===== config.mk =====
export PLATFORM = sky130hd
export DESIGN_NAME = cpu8_multicycle_ctrl_flat
export DESIGN_NICKNAME = d
export VERILOG_FILES = /design/src/rtl/cpu8_pkg.sv /design/src/rtl/cpu8_multicycle_ctrl_if.sv /design/src/rtl/cpu8_agu.sv /design/src/rtl/cpu8_multicycle_ctrl.sv /design/src/flat_wrapper.sv
export SDC_FILE = /design/constraint.sdc
export NUM_CORES = 1
export LEC_CHECK = 0
export ABC_AREA = 1
export BUFFER_PORTS_ARGS = -buffer_cell sky130_fd_sc_hd__buf_2
export CORE_ASPECT_RATIO = 2
export CORE_MARGIN = 4
export CORE_UTILIZATION = 60
export CTS_CLUSTER_DIAMETER = 120
export DETAILED_ROUTE_END_ITERATION = 10
export GPL_TIMING_DRIVEN = 0
export PLACE_DENSITY = 0.95
export SLEW_MARGIN = 20
export SYNTH_ARGS = -nofsm -noshare
export SYNTH_HDL_FRONTEND = slang
export SYNTH_SLANG_ARGS = --single-unit

===== constraint.sdc =====
create_clock -name Clk -period 6.1 [get_ports Clk]
set_input_delay 1.22 -clock Clk [delete_from_list [all_inputs] [get_ports Clk]]
set_output_delay 1.22 -clock Clk [all_outputs]
set_load 0.03 [all_outputs]

===== src/rtl/cpu8_pkg.sv =====
// Shared definitions for the 8-bit multi-cycle CPU control path.
//   OP_*    : opcode values carried in IR[7:6]
//   state_t : control FSM state encoding (3-bit)
//   sext2   : sign-extends the 2-bit immediate field to 8 bits
package cpu8_pkg;

    localparam logic [1:0] OP_ADD = 2'b00;
    localparam logic [1:0] OP_LW  = 2'b01;
    localparam logic [1:0] OP_SW  = 2'b10;
    localparam logic [1:0] OP_J   = 2'b11;

    typedef enum logic [2:0] {
        S_FETCH  = 3'd0,
        S_DECODE = 3'd1,
        S_EXEC   = 3'd2,
        S_MEM    = 3'd3,
        S_WB     = 3'd4,
        S_HALT   = 3'd5,
        S_FAULT  = 3'd6
    } state_t;

    function automatic logic [7:0] sext2(input logic [1:0] v);
        return {{6{v[1]}}, v};
    endfunction

endpackage


===== src/rtl/cpu8_multicycle_ctrl_if.sv =====
// Handshaked data-memory bus between the control unit and data memory.
//   Mem_Req   : request, held until Mem_Ack
//   Mem_We    : 1 = store, 0 = load (valid while Mem_Req)
//   Mem_Addr  : effective address (valid while Mem_Req)
//   Mem_Wdata : store data (valid while Mem_Req)
//   Mem_Ack   : completion, only meaningful while Mem_Req
//   Mem_Rdata : load data, valid with Mem_Ack
// master = control unit side, slave = memory side.
interface cpu8_multicycle_ctrl_if;
    logic       Mem_Req;
    logic       Mem_We;
    logic [7:0] Mem_Addr;
    logic [7:0] Mem_Wdata;
    logic       Mem_Ack;
    logic [7:0] Mem_Rdata;

    modport master (
        output Mem_Req, Mem_We, Mem_Addr, Mem_Wdata,
        input  Mem_Ack, Mem_Rdata
    );

    modport slave (
        input  Mem_Req, Mem_We, Mem_Addr, Mem_Wdata,
        output Mem_Ack, Mem_Rdata
    );
endinterface


===== src/rtl/cpu8_agu.sv =====
// Single 8-bit adder shared by add, load/store effective address and jump
// target. Operands are selected from the opcode:
//   add   : rs + rt
//   lw/sw : rs + sext(f)
//   j     : pc + sext(f) + 1 (the +1 comes in as carry-in)
// Ports: op_i (opcode), pc_i, rs_i, rt_i (operands), f_i (immediate),
//        sum_o (8-bit result, carry discarded).
module cpu8_agu (
    input  logic [1:0] op_i,
    input  logic [7:0] pc_i,
    input  logic [7:0] rs_i,
    input  logic [7:0] rt_i,
    input  logic [1:0] f_i,
    output logic [7:0] sum_o
);
    import cpu8_pkg::*;

    logic [7:0] a;
    logic [7:0] b;
    logic       cin;

    always_comb begin
        a   = rs_i;
        b   = rt_i;
        cin = 1'b0;
        case (op_i)
            OP_LW, OP_SW: b = sext2(f_i);
            OP_J: begin
                a   = pc_i;
                b   = sext2(f_i);
                cin = 1'b1;
            end
            default: ;
        endcase
        sum_o = a + b + {7'b0, cin};
    end
endmodule


===== src/rtl/cpu8_multicycle_ctrl.sv =====
// Multi-cycle control unit for the 8-bit, 4-opcode CPU (add/lw/sw/j).
// Owns the PC, sequences register file reads/writes and the handshaked
// data memory. FSM: FETCH -> DECODE -> EXEC -> {MEM, WB, FETCH}, plus
// HALT and FAULT (both exit only by reset).
// Ports:
//   Clk, Reset_n              clock, async active-low reset
//   Pc / Instruction          instruction address / combinational byte
//   Rs_Addr, Rt_Addr          register read indices from IR
//   Rs_Data, Rt_Data          register read data
//   Wb_En, Wb_Addr, Wb_Data   one-cycle register write strobe
//   dmem                      data memory bus (master modport)
//   Halted                    self-jump detected
//   Fault                     sticky memory-timeout indicator
// Parameters: RESET_PC (reset PC), ACK_TIMEOUT (MEM wait limit, 0 = none).
// Build option: define CPU8_HALT_DETECT_EN to stop on j with f=2'b11.
module cpu8_multicycle_ctrl #(
    parameter logic [7:0]  RESET_PC    = 8'h00,
    parameter int unsigned ACK_TIMEOUT = 16
) (
    input  logic                          Clk,
    input  logic                          Reset_n,
    output logic [7:0]                    Pc,
    input  logic [7:0]                    Instruction,
    output logic [1:0]                    Rs_Addr,
    output logic [1:0]                    Rt_Addr,
    input  logic [7:0]                    Rs_Data,
    input  logic [7:0]                    Rt_Data,
    output logic                          Wb_En,
    output logic [1:0]                    Wb_Addr,
    output logic [7:0]                    Wb_Data,
    cpu8_multicycle_ctrl_if.master        dmem,
    output logic                          Halted,
    output logic                          Fault
);
    import cpu8_pkg::*;

    state_t      state_q, state_d;
    logic [7:0]  pc_q,    pc_d;
    logic [7:0]  ir_q,    ir_d;
    logic [7:0]  rs_q,    rs_d;
    logic [7:0]  rt_q,    rt_d;
    logic [7:0]  res_q,   res_d;   // sum, effective address, then load data
    logic [15:0] wait_q,  wait_d;

    logic [1:0]  op;
    logic [7:0]  agu_sum;
    logic [7:0]  pc_inc;

    assign op     = ir_q[7:6];
    assign pc_inc = pc_q + 8'd1;

    cpu8_agu u_agu (
        .op_i  (op),
        .pc_i  (pc_q),
        .rs_i  (rs_q),
        .rt_i  (rt_q),
        .f_i   (ir_q[1:0]),
        .sum_o (agu_sum)
    );

    always_ff @(posedge Clk or negedge Reset_n) begin
        if (!Reset_n) begin
            state_q <= S_FETCH;
            pc_q    <= RESET_PC;
            ir_q    <= '0;
            rs_q    <= '0;
            rt_q    <= '0;
            res_q   <= '0;
            wait_q  <= '0;
        end else begin
            state_q <= state_d;
            pc_q    <= pc_d;
            ir_q    <= ir_d;
            rs_q    <= rs_d;
            rt_q    <= rt_d;
            res_q   <= res_d;
            wait_q  <= wait_d;
        end
    end

    always_comb begin
        state_d = state_q;
        pc_d    = pc_q;
        ir_d    = ir_q;
        rs_d    = rs_q;
        rt_d    = rt_q;
        res_d   = res_q;
        wait_d  = wait_q;

        case (state_q)
            S_FETCH: begin
                ir_d    = Instruction;
                state_d = S_DECODE;
            end
            S_DECODE: begin
                rs_d    = Rs_Data;
                rt_d    = Rt_Data;
                state_d = S_EXEC;
            end
            S_EXEC: begin
                case (op)
                    OP_ADD: begin
                        res_d   = agu_sum;
                        state_d = S_WB;
                    end
                    OP_LW, OP_SW: begin
                        res_d   = agu_sum;
                        wait_d  = '0;
                        state_d = S_MEM;
                    end
                    default: begin
`ifdef CPU8_HALT_DETECT_EN
                        // f=2'b11 makes the target equal to the current PC
                        if (ir_q[1:0] == 2'b11) begin
                            state_d = S_HALT;
                        end else begin
                            pc_d    = agu_sum;
                            state_d = S_FETCH;
                        end
`else
                        pc_d    = agu_sum;
                        state_d = S_FETCH;
`endif
                    end
                endcase
            end
            S_MEM: begin
                if (dmem.Mem_Ack) begin
                    if (op == OP_LW) begin
                        res_d   = dmem.Mem_Rdata;
                        state_d = S_WB;
                    end else begin
                        pc_d    = pc_inc;
                        state_d = S_FETCH;
                    end
                end else begin
                    wait_d = wait_q + 16'd1;
                    // wait_q counts MEM cycles already spent without an ack
                    if (ACK_TIMEOUT != 0 && wait_q == 16'(ACK_TIMEOUT - 1)) begin
                        state_d = S_FAULT;
                    end
                end
            end
            S_WB: begin
                pc_d    = pc_inc;
                state_d = S_FETCH;
            end
            S_HALT:  state_d = S_HALT;
            S_FAULT: state_d = S_FAULT;
            default: state_d = S_FETCH;
        endcase
    end

    // Outputs decode from the state register so an async reset clears them at once.
    always_comb begin
        Pc             = pc_q;
        Rs_Addr        = ir_q[5:4];
        Rt_Addr        = ir_q[3:2];
        Wb_En          = 1'b0;
        Wb_Addr        = '0;
        Wb_Data        = '0;
        dmem.Mem_Req   = 1'b0;
        dmem.Mem_We    = 1'b0;
        dmem.Mem_Addr  = '0;
        dmem.Mem_Wdata = '0;
        Fault          = (state_q == S_FAULT);
`ifdef CPU8_HALT_DETECT_EN
        Halted         = (state_q == S_HALT);
`else
        Halted         = 1'b0;
`endif
        if (state_q == S_MEM) begin
            dmem.Mem_Req   = 1'b1;
            dmem.Mem_We    = (op == OP_SW);
            dmem.Mem_Addr  = res_q;
            dmem.Mem_Wdata = rt_q;
        end
        if (state_q == S_WB) begin
            Wb_En   = 1'b1;
            Wb_Addr = (op == OP_LW) ? ir_q[3:2] : ir_q[1:0];
            Wb_Data = res_q;
        end
    end

endmodule

===== src/flat_wrapper.sv =====
// flat-port wrapper written by rule: the top's interface ports become plain ports
module cpu8_multicycle_ctrl_flat import cpu8_pkg::*;
#(
    parameter logic [7:0]  RESET_PC    = 8'h00,
    parameter int unsigned ACK_TIMEOUT = 16
)
  (Clk, Reset_n, Pc, Instruction, Rs_Addr, Rt_Addr, Rs_Data, Rt_Data, Wb_En, Wb_Addr, Wb_Data, Halted, Fault, dmem_Mem_Req, dmem_Mem_We, dmem_Mem_Addr, dmem_Mem_Wdata, dmem_Mem_Ack, dmem_Mem_Rdata);
  cpu8_multicycle_ctrl_if dmem_i ();
  input  logic Clk;
  input  logic Reset_n;
  output logic [7:0] Pc;
  input  logic [7:0] Instruction;
  output logic [1:0] Rs_Addr;
  output logic [1:0] Rt_Addr;
  input  logic [7:0] Rs_Data;
  input  logic [7:0] Rt_Data;
  output logic Wb_En;
  output logic [1:0] Wb_Addr;
  output logic [7:0] Wb_Data;
  output logic Halted;
  output logic Fault;
  output wire logic [$bits(dmem_i.Mem_Req)-1:0] dmem_Mem_Req;
  output wire logic [$bits(dmem_i.Mem_We)-1:0] dmem_Mem_We;
  output wire logic [$bits(dmem_i.Mem_Addr)-1:0] dmem_Mem_Addr;
  output wire logic [$bits(dmem_i.Mem_Wdata)-1:0] dmem_Mem_Wdata;
  input wire logic [$bits(dmem_i.Mem_Ack)-1:0] dmem_Mem_Ack;
  input wire logic [$bits(dmem_i.Mem_Rdata)-1:0] dmem_Mem_Rdata;
  assign dmem_Mem_Req = dmem_i.Mem_Req;
  assign dmem_Mem_We = dmem_i.Mem_We;
  assign dmem_Mem_Addr = dmem_i.Mem_Addr;
  assign dmem_Mem_Wdata = dmem_i.Mem_Wdata;
  assign dmem_i.Mem_Ack = dmem_Mem_Ack;
  assign dmem_i.Mem_Rdata = dmem_Mem_Rdata;
  cpu8_multicycle_ctrl #(.RESET_PC(RESET_PC), .ACK_TIMEOUT(ACK_TIMEOUT)) u_core (.Clk(Clk), .Reset_n(Reset_n), .Pc(Pc), .Instruction(Instruction), .Rs_Addr(Rs_Addr), .Rt_Addr(Rt_Addr), .Rs_Data(Rs_Data), .Rt_Data(Rt_Data), .Wb_En(Wb_En), .Wb_Addr(Wb_Addr), .Wb_Data(Wb_Data), .dmem(dmem_i), .Halted(Halted), .Fault(Fault));
endmodule

==> key figures <==
Run
  • MaxCap Viol Count: 0

Routing
  • Post-route ant nets: 0
  • Drt pass-1 iters: 7
  • Total number of vias: just over 4000
  • Detailed-route DRC error count: 0
  • Via/cell ratio: roughly 5.6
  • Drt initial violations: roughly 370
  • Wire per inst: ~16 um
  • Final wirelength: around 12000 um

STA
  • Setup Total Neg Slack: 0 ns
  • Setup violators final: 0
  • Fin crit period: 3.16 ns
  • Slew Limit Headroom: between 40% and 50%
  • Clock skew: just under 0.008 ns
  • Unrepaired setup endpoints after global routing: false
  • Final Max Slew Viols: 0
  • Final hold vios: 0
  • Slew at the pin closest to its max-slew limit: slightly below 0.8 ns
  • Max Clock Freq: 316 MHz
  • Crit share post-route: 51.9%
  • Final WS setup: ~2.9 ns
  • Hold_ws: roughly 0.5 ns

Synthesis
  • Post-synthesis sequential area ratio: a little under two fifths
  • Post-Synth XOR/XNOR Area: less than 1%
  • Share of the synthesized area in the top cell type: about two fifths
  • Largest family of logic cells by synthesized area: simple AND/OR/NAND/NOR gates
  • FF+latch count, synth: 59
  • Area contributors post-synth: dfrtp_1, nand2_1, nor2_1, inv_1, ha_1
  • YS warnings: 0
  • Synth Area in Compound Gates: approximately 9%
  • Post-synthesis cell count: roughly 540
  • Syn avg cell area: approximately 7.1 um^2
  • Leading area contributor after synthesis: dfrtp_1
  • Simple-gate share of the synthesized area: between 30% and 40%
  • Distinct cell type count of the synthesized netlist: 33
  • Adder-Cell Fraction of Synth Area: approximately 5.2%
  • Post-synthesis mux area share: roughly 3.2%
  • Synthesized cell area: a little under 4000 um^2
  • Mapped Nets: slightly below 600

Clock tree
  • TritonCTS Buffers: 9
  • TritonCTS clock tree: done
  • Post_cts resized: 0
  • Worst skew pair latency: about 0.34 ns
  • Reg clk slew, reported paths: approximately 0.050 ns
  • CTS root buf: clkbuf_16
  • Clock Path Buffers: 2
  • Hold buffers post-CTS: 0
  • Clk sinks: 59
  • CTS HTree Levels: 3
  • Postcts setup bufs: 0

Global routing
  • First-pass GRT wire length: between 15000 and 20000 um
  • Initial antenna violation count: 0
  • Total grt overflow: 0
  • All-Layer GR Usage: 31.3%
  • Vias in the first global route: around 4000
  • Largest net degree at the start of global routing: 60

Pwr
  • Power density over the cells: ~650 nW/um^2
  • Static Leak: 2.56 nW
  • Max IR drop VDD: 0.308 mV
  • Design Power: approximately 0.003 W

Worst setup path
  • Worst setup EP type: output pin
  • WS Path Type: reg -> out
  • Worst R2R Setup Slack: between 3 and 4 ns
  • Endpoint of the lowest-slack register-to-register path: u_core.res_q[4]$_DFFE_PN0P_
  • CP Data Arrival Time: 1.95 ns
  • CP max-delay cell: clkbuf_1
  • Crit path cell chain: inv_2 > nor2_2 > nand2_4 > clkbuf_1 > nor2_1 > buf_2
  • Critical Path RT: a little under 5 ns
  • Element type at the critical path start: register
  • Reg-to-reg startpoint: u_core.ir_q[7]$_DFFE_PN0P_
  • Max incr delay on CP: 0.50 ns
  • Cell count of the worst reg-to-reg path: 13
  • CP Max Fanout: 10

Cells and area
  • Share of cells above drive strength 1: between 20 and 25%
  • Finished Cell Area: ~4600 um^2
  • N_diodes: 0
  • FILL cells: 500
  • Final #Nets: between 600 and 700
  • Area added between synthesis and finish: 20.0%

Floorplan
  • Width of the die: 64.7 um
  • Starting Density: between 60 and 70%
  • Row count: between 40 and 50
  • Core area: between 6000 and 7000 um^2
  • Die area: just under 8000 um^2
  • Die Ht: roughly 120 um
  • I/O pin cnt: 78

Placement
  • Buffers on Ports: 76
  • HPWL after DPL: between 8000 and 9000 um
  • Post-DP Area: ~4400 um^2
  • Dpl ws: roughly 3.2 ns
  • Routability cong.: just under 1

Worst hold path
  • WHS Path Cells: 2
  • Min-Delay Startpoint: u_core.res_q[3]$_DFFE_PN0P_
  • WHS Endpoint: u_core.res_q[3]$_DFFE_PN0P_
  • Hold WC Path Type: reg -> reg

Status
  • Status: finished, final reports clean
cells in the final DEF (no fill, tap or decap), types with 2 or more instances in the layout:
master / Yosys / final
ha_1: 13 / 13
nand2_2: 3 / 3
nor2_1: 83 / 83
nand2_1: 139 / 139
nand3_1: 31 / 31
inv_1: 71 / 71
nor3_1: 3 / 3
inv_2: 5 / 5
dfrtp_1: 59 / 59
o21ai_1: 5 / 5
nand4_1: 17 / 17
nand2_4: 6 / 6
buf_4: 6 / 7
or2_2: 2 / 2
o21ai_0: 28 / 28
clkbuf_16: 0 / 9
buf_2: 4 / 79
buf_6: 2 / 2
clkbuf_8: 0 / 3
inv_4: 2 / 2
clkbuf_1: 6 / 7
clkinv_2: 0 / 2
nand3_2: 2 / 2
a21oi_1: 32 / 32
xor2_1: 2 / 2
fa_1: 2 / 2
mux2_2: 11 / 11
cell type report:
type                    count  area, um^2  area share (%)
plain buffers              18         110            2.38
clock buffers              13         270            5.83
clock inverters             2        10.0           0.216
inverters                  78         298            6.43
multi-input cells         388        1980            42.7
flip-flops and latches     59        1480            31.9
well taps                  86         108            2.32
repair buffers             76         383            8.27
per-layer routing:
metal	up-vias	share of wire, %	GRT usage [%]
li1	1899	-	-
met4	0	7.1	24.2
met2	202	55	57.9
met5	-	0	0
met1	1893	32	28.6
met3	67	5.9	5.75
logic make-up after synthesis:
logic type                 Yosys count
and+or+nand+nor                    291
AOI/OAI and AO/OA                   68
DFF                                 59
muxes                               11
buffers and inverters               96
xor gates and xnor gates             2
other                                1
adders and majority gates           15
Yosys cell counts, drive strengths merged:
cell	instances
nand2	148
nor2	86
inv	78
dfrtp	59
o21ai	34
nand3	33
a21oi	32
nand4	17
ha	13
buf	12
mux2	11
clkbuf	6
nor3	3
fa	2
or2	2
xor2	2
a22o	1
and3	1
conb	1
nor4	1
o31ai	1
critical path, delay by kind of cell, from the launching register on:
family	cells	cell delay [ns]
flops	1	0.45
simple gates	3	0.32
buf+inv	3	0.83
stage by stage:
stage | util [%] | cells
finish | 73.4 | 720
global route | 73.4 | 720
CTS | 73.4 | 720
detailed placement | 69.0 | 705
global placement | 68.9 | 705
floorplan | - | 543
worst max-delay path by stage:
stage | startpoint | end
after floorplan | u_core.state_q[0]$_DFFE_PN0P_ | Wb_Addr[0]
after detailed placement | u_core.ir_q[7]$_DFFE_PN0P_ | u_core.res_q[4]$_DFFE_PN0P_
final | u_core.state_q[1]$_DFFE_PN0P_ | dmem_Mem_Wdata[3]
after global routing | u_core.state_q[1]$_DFFE_PN0P_ | dmem_Mem_Wdata[3]
after CTS | u_core.state_q[1]$_DFFE_PN0P_ | dmem_Mem_Wdata[3]
after global placement | u_core.ir_q[6]$_DFFE_PN0P_ | u_core.res_q[4]$_DFFE_PN0P_
power by group:
| part | leakage (nW) | switching [W] | internal (W) | total, W |
|---|---|---|---|---|
| Clock | 0.141 | 0.000174 | 0.000304 | 0.000477 |
| Combinational | 1.70 | 0.00125 | 0.000618 | 0.00187 |
| Sequential | 0.727 | 0.000111 | 0.000550 | 0.000661 |
| Total | 2.56 | 0.00153 | 0.00147 | 0.00300 |
flip-flops by register name (all words and copies together) (netlist names):
register / count
u_core.state_q: 3
u_core.wait_q: 16
u_core.Pc: 8
u_core.ir_q: 8
u_core.rs_q: 8
u_core.rt_q: 8
u_core.res_q: 8
(Power assumes the default switching activity.)
